<file path="src/rtl/frame_capture_pkg.sv">
// Shared definitions for the frame capture block.
//   - cap_state_e      : capture FSM states (IDLE / FILL / DONE)
//   - DEF_DATA_W       : default pixel width
//   - DEF_ADDR_W       : default frame-buffer address width
//   - DEF_FRAME_PIXELS : default pixels per frame
//   - CKSUM_W          : frame checksum width
package frame_capture_pkg;

    localparam int DEF_DATA_W       = 8;
    localparam int DEF_ADDR_W       = 14;
    localparam int DEF_FRAME_PIXELS = 12288;
    localparam int CKSUM_W          = 16;

    typedef enum logic [1:0] {
        ST_IDLE = 2'd0,
        ST_FILL = 2'd1,
        ST_DONE = 2'd2
    } cap_state_e;

endpackage

</file>
<file path="src/rtl/capture_addr_cnt.sv">
// Frame-buffer write address counter.
// Clearable, enabled up-counter that saturates at LAST and flags it.
// Ports:
//   clk, rst_n : clock, asynchronous active-low reset
//   clr        : synchronous clear to 0 (wins over en)
//   en         : advance by one (ignored once count == LAST)
//   count      : current write address
//   tc         : terminal count, high while count == LAST
module capture_addr_cnt
    import frame_capture_pkg::*;
#(
    parameter int ADDR_W = DEF_ADDR_W,
    parameter int LAST   = DEF_FRAME_PIXELS - 1
) (
    input  logic              clk,
    input  logic              rst_n,
    input  logic              clr,
    input  logic              en,
    output logic [ADDR_W-1:0] count,
    output logic              tc
);

    localparam logic [ADDR_W-1:0] LAST_V = ADDR_W'(LAST);

    assign tc = (count == LAST_V);

    // Holding at LAST keeps a full 2^ADDR_W frame from wrapping to 0.
    always_ff @(posedge clk or negedge rst_n) begin
        if (!rst_n) begin
            count <= '0;
        end else if (clr) begin
            count <= '0;
        end else if (en && !tc) begin
            count <= count + ADDR_W'(1);
        end
    end

endmodule

</file>
<file path="src/rtl/frame_capture.sv">
// Frame capture responder: while addr_add is held high, accepts sensor
// pixels and writes them to consecutive frame-buffer addresses, then
// raises fin (4-phase handshake with addr_add).
// Optional feature macro: FRAME_CAPTURE_CKSUM_EN adds the cksum port and
// a running 16-bit sum of the accepted pixels.
// Ports:
//   clk, rst_n          : clock, asynchronous active-low reset
//   addr_add            : capture request level from the sequencer
//   pix_valid, pix_data : sensor pixel stream
//   pix_ready           : pixel accepted this cycle when valid (FILL only)
//   mem_we/addr/wdata   : frame-buffer write port, one cycle after accept
//   fin                 : frame stored, held until addr_add drops
//   busy                : high in FILL
//   overrun             : sticky, pixel offered while not ready during a request
//   cksum               : frame checksum (FRAME_CAPTURE_CKSUM_EN only)
// FRAME_PIXELS must lie in 1 .. 2**ADDR_W.
module frame_capture
    import frame_capture_pkg::*;
#(
    parameter int DATA_W       = DEF_DATA_W,
    parameter int ADDR_W       = DEF_ADDR_W,
    parameter int FRAME_PIXELS = DEF_FRAME_PIXELS
) (
    input  logic               clk,
    input  logic               rst_n,
    input  logic               addr_add,
    input  logic               pix_valid,
    input  logic [DATA_W-1:0]  pix_data,
    output logic               pix_ready,
    output logic               mem_we,
    output logic [ADDR_W-1:0]  mem_addr,
    output logic [DATA_W-1:0]  mem_wdata,
    output logic               fin,
    output logic               busy,
    output logic               overrun
`ifdef FRAME_CAPTURE_CKSUM_EN
    ,
    output logic [CKSUM_W-1:0] cksum
`endif
);

    cap_state_e        state, state_next;
    logic              accept;
    logic              cnt_clr;
    logic              cnt_tc;
    logic [ADDR_W-1:0] count;

    // pix_ready is a register that is high exactly while in FILL, so an
    // accept can only happen in FILL.
    assign accept = pix_valid && pix_ready;

    capture_addr_cnt #(
        .ADDR_W (ADDR_W),
        .LAST   (FRAME_PIXELS - 1)
    ) u_addr_cnt (
        .clk   (clk),
        .rst_n (rst_n),
        .clr   (cnt_clr),
        .en    (accept),
        .count (count),
        .tc    (cnt_tc)
    );

    always_ff @(posedge clk or negedge rst_n) begin
        if (!rst_n) begin
            state <= ST_IDLE;
        end else begin
            state <= state_next;
        end
    end

    // A dropped request wins over the final accept: that write still
    // issues, but the frame is treated as aborted and fin stays low.
    always_comb begin
        state_next = state;
        cnt_clr    = 1'b0;
        case (state)
            ST_IDLE: begin
                if (addr_add) begin
                    state_next = ST_FILL;
                    cnt_clr    = 1'b1;
                end
            end
            ST_FILL: begin
                if (!addr_add) begin
                    state_next = ST_IDLE;
                end else if (accept && cnt_tc) begin
                    state_next = ST_DONE;
                end
            end
            ST_DONE: begin
                if (!addr_add) begin
                    state_next = ST_IDLE;
                end
            end
            default: begin
                state_next = ST_IDLE;
            end
        endcase
    end

    // Status outputs are registered from the next state so they line up
    // with the state register.
    always_ff @(posedge clk or negedge rst_n) begin
        if (!rst_n) begin
            pix_ready <= 1'b0;
            busy      <= 1'b0;
            fin       <= 1'b0;
        end else begin
            pix_ready <= (state_next == ST_FILL);
            busy      <= (state_next == ST_FILL);
            fin       <= (state_next == ST_DONE);
        end
    end

    // Write port: address/data only move on an accept, we is a pulse.
    always_ff @(posedge clk or negedge rst_n) begin
        if (!rst_n) begin
            mem_we    <= 1'b0;
            mem_addr  <= '0;
            mem_wdata <= '0;
        end else begin
            mem_we <= accept;
            if (accept) begin
                mem_addr  <= count;
                mem_wdata <= pix_data;
            end
        end
    end

    // FILL entry clears overrun even if a pixel is offered in that same
    // cycle: the new frame starts with a clean flag.
    always_ff @(posedge clk or negedge rst_n) begin
        if (!rst_n) begin
            overrun <= 1'b0;
        end else if (cnt_clr) begin
            overrun <= 1'b0;
        end else if (pix_valid && !pix_ready && addr_add) begin
            overrun <= 1'b1;
        end
    end

`ifdef FRAME_CAPTURE_CKSUM_EN
    always_ff @(posedge clk or negedge rst_n) begin
        if (!rst_n) begin
            cksum <= '0;
        end else if (cnt_clr) begin
            cksum <= '0;
        end else if (accept) begin
            cksum <= cksum + CKSUM_W'(pix_data);
        end
    end
`endif

endmodule

</file>
<file path="config.mk">
export PLATFORM = sky130hd
export DESIGN_NAME = frame_capture
export DESIGN_NICKNAME = d
export VERILOG_FILES = /design/src/rtl/frame_capture_pkg.sv /design/src/rtl/capture_addr_cnt.sv /design/src/rtl/frame_capture.sv
export SDC_FILE = /design/constraint.sdc
export NUM_CORES = 1
export LEC_CHECK = 0
export CORE_MARGIN = 5
export CORE_UTILIZATION = 40
export CTS_CLUSTER_SIZE = 12
export DETAILED_ROUTE_END_ITERATION = 16
export HOLD_SLACK_MARGIN = 0.02
export PLACE_DENSITY = 0.75
export RECOVER_POWER = 25
export SYNTH_ARGS = -nofsm -noshare
export SYNTH_HDL_FRONTEND = slang
export SYNTH_SLANG_ARGS = --single-unit
</file>
<file path="constraint.sdc">
create_clock -name clk -period 4.3 [get_ports clk]
set_input_delay 0.86 -clock clk [delete_from_list [all_inputs] [get_ports clk]]
set_output_delay 0.86 -clock clk [all_outputs]
set_load 0.05 [all_outputs]
</file>
==> After elaboration in Yosys (flattened, before gate mapping) <==
Cells that the tools add are included.
{ "word_totals": {"latch_bits": 0, "reg_bits": 42, "output_inout_bits": 27, "elab_cells": 35, "romBits": 0, "memories": 0, "ram_bits": 0} }
{ "op_classes": {"n_mul": 0, "add_sub_neg": 1, "n_shift": 0, "n_reduce_logical": 10, "bitwise_logic": 0, "n_lt_le_gt_ge": 0, "eq_ne": 5, "n_mux": 11, "div_mod_pow": 0} }
{ "op_table": {"columns": ["op", "count"], "rows": [
  ["$mux 14", 2],
  ["$add 14x1->14 const B", 1],
  ["$eq 14x14->1 const B", 1],
  ["$mux 2", 4],
  ["$pmux 2 s3", 1],
  ["$logic_and 1x1->1", 5],
  ["$eq 2x1->1 const B", 2],
  ["$eq 2x2->1 const B", 2],
  ["$mux 1", 4],
  ["$reduce_bool 2->1", 2],
  ["$logic_not 1->1", 2],
  ["$logic_not 2->1", 1]
]} }

==> Depth between registers and ports, before layout <==
Gate-level depths: netlist of run 1.
{ "depth": {"ltp_word": 6, "depth_mapped": 5, "mapped_depth_nobuf": 5} }

==> Hierarchy <==
From an unflattened synthesis of run 1, not the netlist that was laid out.
{ "unflattened": {"hier_cells": 153, "hier_area_um2": 1991.9} }
{ "by_module_without_submodules": {"columns": ["mod", "seq_area_each_um2", "cells_per_inst", "area_per_inst_um2", "n_inst"], "rows": [
  ["frame_capture", 700.7, 66, 1128.6, 1],
  ["capture_addr_cnt", 350.3, 87, 863.3, 1]
]} }

==> Worst setup path after synthesis of run 1 <==
Ideal clock, no wire load.
{ "synth_timing": {"path_kind": "input-to-reg", "from": "in pix_valid", "to": "reg u_addr_cnt.count[10]", "slack_ns": 2.270, "required_time_ns": 4.224, "cell_stages": 4, "arrival_time_ns": 1.954, "cell_sequence": "nand3_1 -> a311o_1 -> or4_1 -> o21ai_1"} }
{ "synth_via": {"elab_chain_cells": 3} }
{ "synth_rtl": {"columns": ["element", "line", "rtl"], "rows": [
  ["from (decl)", "frame_capture.sv:27", "input logic pix_valid,"],
  ["$logic_and 1x1->1", "frame_capture.sv:50", "assign accept = pix_valid && pix_ready;"],
  ["$logic_and 1x1->1", "capture_addr_cnt.sv:33", "end else if (en && !tc) begin"],
  ["$reduce_bool 2->1 (no line)", null, null],
  ["to (signal assigned)", "capture_addr_cnt.sv:34", "count <= count + ADDR_W'(1);"],
  ["to (decl)", "capture_addr_cnt.sv:19", "output logic [ADDR_W-1:0] count,"]
]} }
Every way passes these cells.
A chain may end at the register's enable or synchronous reset.

==> Final worst setup path of run 1 <==
{ "layout_timing": {"from": "in pix_valid", "to": "reg state[1]"} }
{ "layout_via": {"elab_chain_cells": 5} }
{ "layout_rtl": {"columns": ["element", "line", "rtl"], "rows": [
  ["$logic_and 1x1->1", "frame_capture.sv:50", null],
  ["$logic_and 1x1->1", "frame_capture.sv:87", "end else if (accept && cnt_tc) begin"],
  ["$mux 2", "frame_capture.sv:87", null],
  ["$mux 2", "frame_capture.sv:85", "if (!addr_add) begin"],
  ["$pmux 2 s3", "frame_capture.sv:77", "case (state)"],
  ["net state_next[1]", "frame_capture.sv:42", "cap_state_e state, state_next;"],
  ["to (signal assigned)", "frame_capture.sv:68", "state <= state_next;"],
  ["to (decl)", "frame_capture.sv:42", null]
]} }
The timed path passes the listed nets, and every way through them passes these cells.

==> qor.csv, run 1 <==
stage;metric;value;unit
outcome;run status;complete, but fails checks;
outcome;failing checks;capacitance limit, slew limit;
setup_path;Startpoint Class;input pin;
setup_path;CP max stage delay;0.70;ns
timing;RSZ-0062 raised after global routing;no;
clock_tree;clk_lat worst skew;0.29;ns
finish;Antenna Cells;0;
setup_path;family with the most delay on the worst path;buffers and inverters;
timing;final hold violations;0;
finish;final std cells w/o fill;288;
clock_tree;H-tree levels;2;
timing;Least-Margin Pin Slew;2.189;ns
clock_tree;CTS resizes;0;
setup_path;Worst Setup End Kind;flop;
timing;Final WS setup;1.613;ns
finish;fill count;423;
power_and_ir_drop;leak pwr;1.100;nW
setup_path;worst r2r src;busy$_DFF_PN0_;
grt;GRT Total Usage;14.52;%
clock_tree;Clock Tree Buf Depth;2;
setup_path;CP arrival;2.86;ns
setup_path;R2R Path End;state[1]$_DFF_PN0_;
hold_path;class of the worst hold path;reg2reg;
route;uppermost layer routed;met4;
grt;initial antenna violation count;0;
clock_tree;CTS clk-pin slew, worst paths;0.08;ns
timing;hold_ws;0.4737;ns
power_and_ir_drop;Total Power;0.0008761;W
synth;register area share after synthesis;56.57;%
grt;largest net degree at the start of global routing;43;
floorplan;initial core utilization;41.81;%
synth;synthesized area per cell;9.480;um2
timing;Period Utilization, post-route;62.48;%
route;WL met1;1925;um
timing;Final Max Slew Viols;43;
clock_tree;CTS tree;yes;
floorplan;IO Pins;39;
synth;Netlist cell types;37;
power_and_ir_drop;peak supply drop;0.0002116;V
job;Max Cap Violations;1;
grt;total grt overflow;0;
route;via count;1549;
synth;syn nets;209;
route;Met3 Routed Length;207;um
clock_tree;number of CTS-inserted buffers;5;
synth;number of flops mapped to enable cells by yosys;0;
grt;first-pass GRT wire length;7079;um
placed_design;Post-DP HPWL;2934;um
setup_path;Register-to-Register Path Depth;4;
synth;mapped cell area;0.001858;mm2
placed_design;port buffer count;38;
setup_path;critical setup path kind;in2reg;
floorplan;die area;0.006108;mm2
synth;Syn Inst Count;196;
route;Met2 Routed Length;2005;um
setup_path;CP Max Fanout;25;
floorplan;# rows;24;
synth;Syn. warnings;0;
hold_path;Endpoint, Worst Hold;mem_wdata[7]$_DFFE_PN0P_;
clock_tree;Post-CTS Hold Fix Bufs;0;
setup_path;worst path required time;4.47;ns
clock_tree;CTS sink cnt;42;
timing;relative max-transition margin;-45.94;%
setup_path;CP max stage cell;clkinv_1;
synth;largest cells by area after synthesis;dfrtp_1 (57%), nand2_1 (13%), a31oi_1 (2.7%);
timing;setup violators final;0;
route;DR WL/cell;14.59;um
route;Final Routed Wirelength;4203;um
setup_path;CP cell instances;clkdlybuf4s50_1, nand2_1, clkinv_1, nand4b_1, a21boi_0;
finish;share of layout cells above drive strength 1;6.356;%
floorplan;Die X;78.16;um
route;Post-DRT Antenna Nets;0;
synth;Synth top area share;56.57;%
synth;Synth Register Bits;42;
route;vias per cell;5.378;
timing;Final Skew;0.003098;ns
placed_design;GP Congestion;0.8587;
timing;f_max;0.3722;GHz
finish;Final #Nets;248;
route;# DRC;0;
power_and_ir_drop;Pwr Density;367.6;mW/mm2
placed_design;DP Cell Count;280;
synth;share of flip-flops with an asynchronous set or reset;100.0;%
hold_path;Hold Path Depth;2;
floorplan;height of the die;78.16;um
setup_path;Reg2Reg Setup Slack;2.19;ns
hold_path;Worst Hold Launch;mem_wdata[7]$_DFFE_PN0P_;
synth;top cell type by total area after synthesis;dfrtp_1;
route;DR iter-0 viols;55;
grt;vias in the first global route;1472;
placed_design;Place WS;1.297;ns
setup_path;CP bufs+invs;2;
route;First-pass DRT Iterations;4;
timing;min cycle time layout;2.687;ns
clock_tree;clk root buf;clkbuf_8;
synth;ys flop type;dfrtp_1;
floorplan;core footprint;0.004444;mm2
clock_tree;postcts setup bufs;0;
timing;setup_tns;0;ns
finish;Layout area overhead;28.28;%
-- worst reg2reg max path, delay by kind of cell, from the launching register on --
kind | cells | cell delay, ns
AOI/OAI and AO/OA | 1 | 0.12
and+or+nand+nor | 2 | 0.73
DFF | 1 | 0.44
buffers and inverters | 1 | 0.70
-- per-layer routing --
layer / track usage (%) / up-vias
li1: - / 756
met1: 18.66 / 748
met2: 23.89 / 39
met3: 3.547 / 6
met4: 5.245 / 0
met5: 0 / -
-- placed cells by master, fill, tap and decap left out, types with 2 or more instances in the layout --
| cell | Yosys | layout |
|---|---|---|
| and2_1 | 2 | 2 |
| nand2b_1 | 3 | 3 |
| or4_1 | 2 | 2 |
| clkinv_2 | 0 | 2 |
| nand2_1 | 65 | 65 |
| dfrtp_1 | 42 | 42 |
| or3_1 | 2 | 2 |
| nor4_1 | 3 | 3 |
| a31oi_1 | 8 | 8 |
| nand3_1 | 9 | 9 |
| o21ai_0 | 8 | 8 |
| a21oi_1 | 5 | 5 |
| inv_1 | 4 | 4 |
| nor2_1 | 10 | 10 |
| nand4_1 | 2 | 2 |
| clkbuf_8 | 0 | 5 |
| a41o_1 | 2 | 2 |
| a21boi_0 | 2 | 2 |
| xnor2_1 | 2 | 2 |
| clkdlybuf4s50_1 | 0 | 37 |
-- Yosys cell counts (all sizes together) (2+ instances only) --
cell type	count
nand2b	3
a41o	2
a31oi	8
clkbuf	6
nor4	5
a21oi	5
o21ai	9
nand3	9
nand4	3
nand2	65
dfrtp	42
inv	4
xnor2	2
a21boi	2
nor2	10
or3	2
or4	3
and2	2
-- cell families (layout without fill, tap and decap cells) --
group	Yosys count	after routing	share of synthesized area [%]
AND/OR/NAND/NOR	107	107	28.01
flip-flops	42	42	56.57
AO/OA/AOI/OAI	31	31	10.64
buffers and inverters	12	52	2.626
XOR/XNOR	2	2	0.9429
adder cells (fa/ha/maj)	1	1	0.6733
multiplexers	1	1	0.5387
-- through the flow --
stage	area, um2	utilization, %
after floorplan	1858	-
after global placement	2276	51.21
after detailed placement	2276	51.21
after CTS	2385	53.66
after global routing	2384	53.63
final	2384	53.63
-- state kept, by name, summed over array words and instances, names as in the netlist --
name / flops
u_addr_cnt.count: 14
mem_we: 1
fin: 1
state: 2
overrun: 1
mem_wdata: 8
busy: 1
mem_addr: 14
-- report_power, final --
group / switching [W] / leakage (nW) / internal (W)
Sequential: 0.0000137 / 0.565 / 0.000413
Combinational: 0.0000949 / 0.477 / 0.0000453
Clock: 0.000138 / 0.0579 / 0.000171
-- final cells by class --
class                           instances  area (um2)  share of cell area (%)
Inverter                                5       18.77                  0.7874
Clock buffer                            5       68.82                   2.887
Clock inverter                          3       40.04                   1.680
Multi-Input combinational cell        142       758.2                   31.81
Tap cell                               52       65.06                   2.730
Sequential cell                        42        1051                   44.09
Timing Repair Buffer                   39       381.6                   16.01
-- worst max-delay path by stage --
stage | from | to | slack, ns | depth (start not counted)
final | pix_valid | state[1]$_DFF_PN0_ | 1.61 | 5
after global routing | rst_n | u_addr_cnt.count[1]$_DFFE_PN0P_ | 1.28 | 1
after CTS | pix_valid | state[1]$_DFF_PN0_ | 1.59 | 5
after detailed placement | pix_valid | state[1]$_DFF_PN0_ | 1.30 | 5
after global placement | pix_valid | fin$_DFF_PN0_ | 1.37 | 5
after floorplan | pix_valid | u_addr_cnt.count[10]$_DFFE_PN0P_ | 2.27 | 4
Note: power is estimated with default switching activity, not from simulation.
==> run 2: changes to the inputs <==
Clock period 4.3 ns to 2.8 ns, I/O delays scaled along.
==> run 2 against run 1 <==
Against the previous run:
- the run now ends clean
- combinational power grew 56%
- final cell count grew 1.0%
- die area is the same
- non-clock buffer count grew 3
- global-route usage shrank 0.58 points
- utilization grew 0.14 points
- flip-flop and latch count is the same
==> qor.csv, run 2 (synthesis results as in run 1) <==
stage;metric;value;unit
outcome;run status;completed;
clock_tree;CTS tree;yes;
setup_path;CP Max Fanout;5;
timing;min cycle time layout;2.099;ns
grt;met3 global-route usage;4.348;%
clock_tree;CTS clk-pin slew, worst paths;0.07;ns
placed_design;Post-DP HPWL;2718;um
timing;RSZ-0062 raised after global routing;no;
power_and_ir_drop;Pwr Density;527.6;mW/mm2
clock_tree;clk root buf;clkbuf_8;
setup_path;Worst Setup End Kind;primary output;
route;DR WL/cell;13.15;um
route;via count;1510;
hold_path;class of the worst hold path;in2async;
grt;vias in the first global route;1449;
clock_tree;clk_lat worst skew;0.29;ns
power_and_ir_drop;leak pwr;1.107;nW
setup_path;R2R Path End;u_addr_cnt.count[10]$_DFFE_PN0P_;
finish;Final #Nets;251;
grt;first-pass GRT wire length;6768;um
clock_tree;postcts setup bufs;0;
setup_path;Register-to-Register Path Depth;5;
setup_path;CP max stage cell;clkdlybuf4s50_1;
timing;setup violators final;0;
clock_tree;CTS sink cnt;42;
timing;f_max;0.4765;GHz
route;vias per cell;5.189;
grt;met2 usage;21.92;%
setup_path;worst path required time;2.24;ns
power_and_ir_drop;peak supply drop;0.0002709;V
placed_design;GP Congestion;0.8756;
timing;relative max-transition margin;40.15;%
setup_path;family with the most delay on the worst path;buffers and inverters;
setup_path;CP bufs+invs;1;
grt;GRT Total Usage;13.94;%
timing;final hold violations;0;
timing;setup_tns;0;ns
floorplan;initial core utilization;41.81;%
job;Max Cap Violations;0;
floorplan;core footprint;0.004444;mm2
floorplan;height of the die;78.16;um
route;Final Routed Wirelength;3827;um
finish;Antenna Cells;0;
grt;initial antenna violation count;0;
setup_path;worst r2r src;u_addr_cnt.count[1]$_DFFE_PN0P_;
finish;Regs by FF count;mem_addr: 14 flops, u_addr_cnt.count: 14 flops, mem_wdata: 8 flops;
grt;global route hottest layer;met2;
finish;register area;0.001051;mm2
finish;fill count;408;
route;# DRC;0;
setup_path;CP cell instances;clkdlybuf4s50_1;
clock_tree;number of CTS-inserted buffers;5;
grt;met1 Use GR;18.03;%
finish;most frequent cells in the layout;nand2_1 (65), dfrtp_1 (42), clkdlybuf4s50_1 (37);
clock_tree;H-tree levels;2;
clock_tree;Clock Tree Buf Depth;2;
setup_path;Reg2Reg Setup Slack;0.95;ns
grt;largest net degree at the start of global routing;43;
floorplan;die area;0.006108;mm2
setup_path;CP arrival;1.54;ns
timing;Final Skew;0.002214;ns
floorplan;# rows;24;
route;First-pass DRT Iterations;4;
timing;Least-Margin Pin Slew;0.8978;ns
finish;Multi-input gate area;758.2;um2
floorplan;Die X;78.16;um
placed_design;port buffer count;38;
setup_path;CP max stage delay;0.83;ns
route;Post-DRT Antenna Nets;0;
timing;Final Max Slew Viols;0;
finish;leading cell type in the layout, fill and taps excluded;nand2_1;
floorplan;IO Pins;39;
route;DR iter-0 viols;76;
finish;Layout area overhead;28.62;%
setup_path;Startpoint Class;flop;
power_and_ir_drop;Total Power;0.001261;W
clock_tree;CTS resizes;0;
setup_path;critical setup path kind;reg2out;
clock_tree;Post-CTS Hold Fix Bufs;0;
grt;total grt overflow;0;
finish;share of layout cells above drive strength 1;7.531;%
timing;Period Utilization, post-route;74.95;%
-- run 2: area by class of cell --
type,instances,area share (%)
clock buffer,7,3.613
clock inverter,1,0.2094
inverter,5,0.7853
multi-input combinational,142,31.73
sequential,42,43.98
tap,52,2.723
timing repair buffer,42,16.96
-- run 2: worst max path at each step --
stage | endpoint | depth (start not counted) | slack (ns) | startpoint
global route | pix_ready | 1 | 0.62 | busy$_DFF_PN0_
detailed placement | u_addr_cnt.count[10]$_DFFE_PN0P_ | 5 | 0.45 | pix_valid
finish | pix_ready | 1 | 0.70 | busy$_DFF_PN0_
floorplan | u_addr_cnt.count[10]$_DFFE_PN0P_ | 4 | 0.85 | busy$_DFF_PN0_
global placement | u_addr_cnt.count[10]$_DFFE_PN0P_ | 5 | 0.47 | pix_valid
CTS | pix_ready | 1 | 0.68 | busy$_DFF_PN0_
-- run 2: layer usage --
metal / wire length (um) / vias up / share of wire (%)
met2: 1681 / 33 / 44
met5: 0 / - / 0
li1: - / 764 / -
met1: 1905 / 707 / 50
met4: 68 / 0 / 1.8
met3: 171 / 6 / 4.5
-- run 2: stage by stage --
step | hold slack (ns) | std cells | worst slack (ns) | utilization, % | cell area [um2]
finish | 0.3966 | 291 | 0.7013 | 53.77 | 2390
global route | 0.4705 | 291 | 0.6210 | 53.77 | 2390
CTS | 0.4207 | 291 | 0.6812 | 53.77 | 2390
detailed placement | 0.4615 | 283 | 0.4548 | 51.72 | 2298
global placement | 0.4559 | 283 | 0.4741 | 51.72 | 2298
floorplan | 0.2644 | 196 | 0.8452 | - | 1858
-- run 2: where the power goes --
group | switching [W] | leakage [nW] | internal (W)
Sequential | 0.0000192 | 0.565 | 0.000634
Combinational | 0.000145 | 0.495 | 0.0000727
Clock | 0.000190 | 0.0482 | 0.000199
Total | 0.000355 | 1.11 | 0.000906
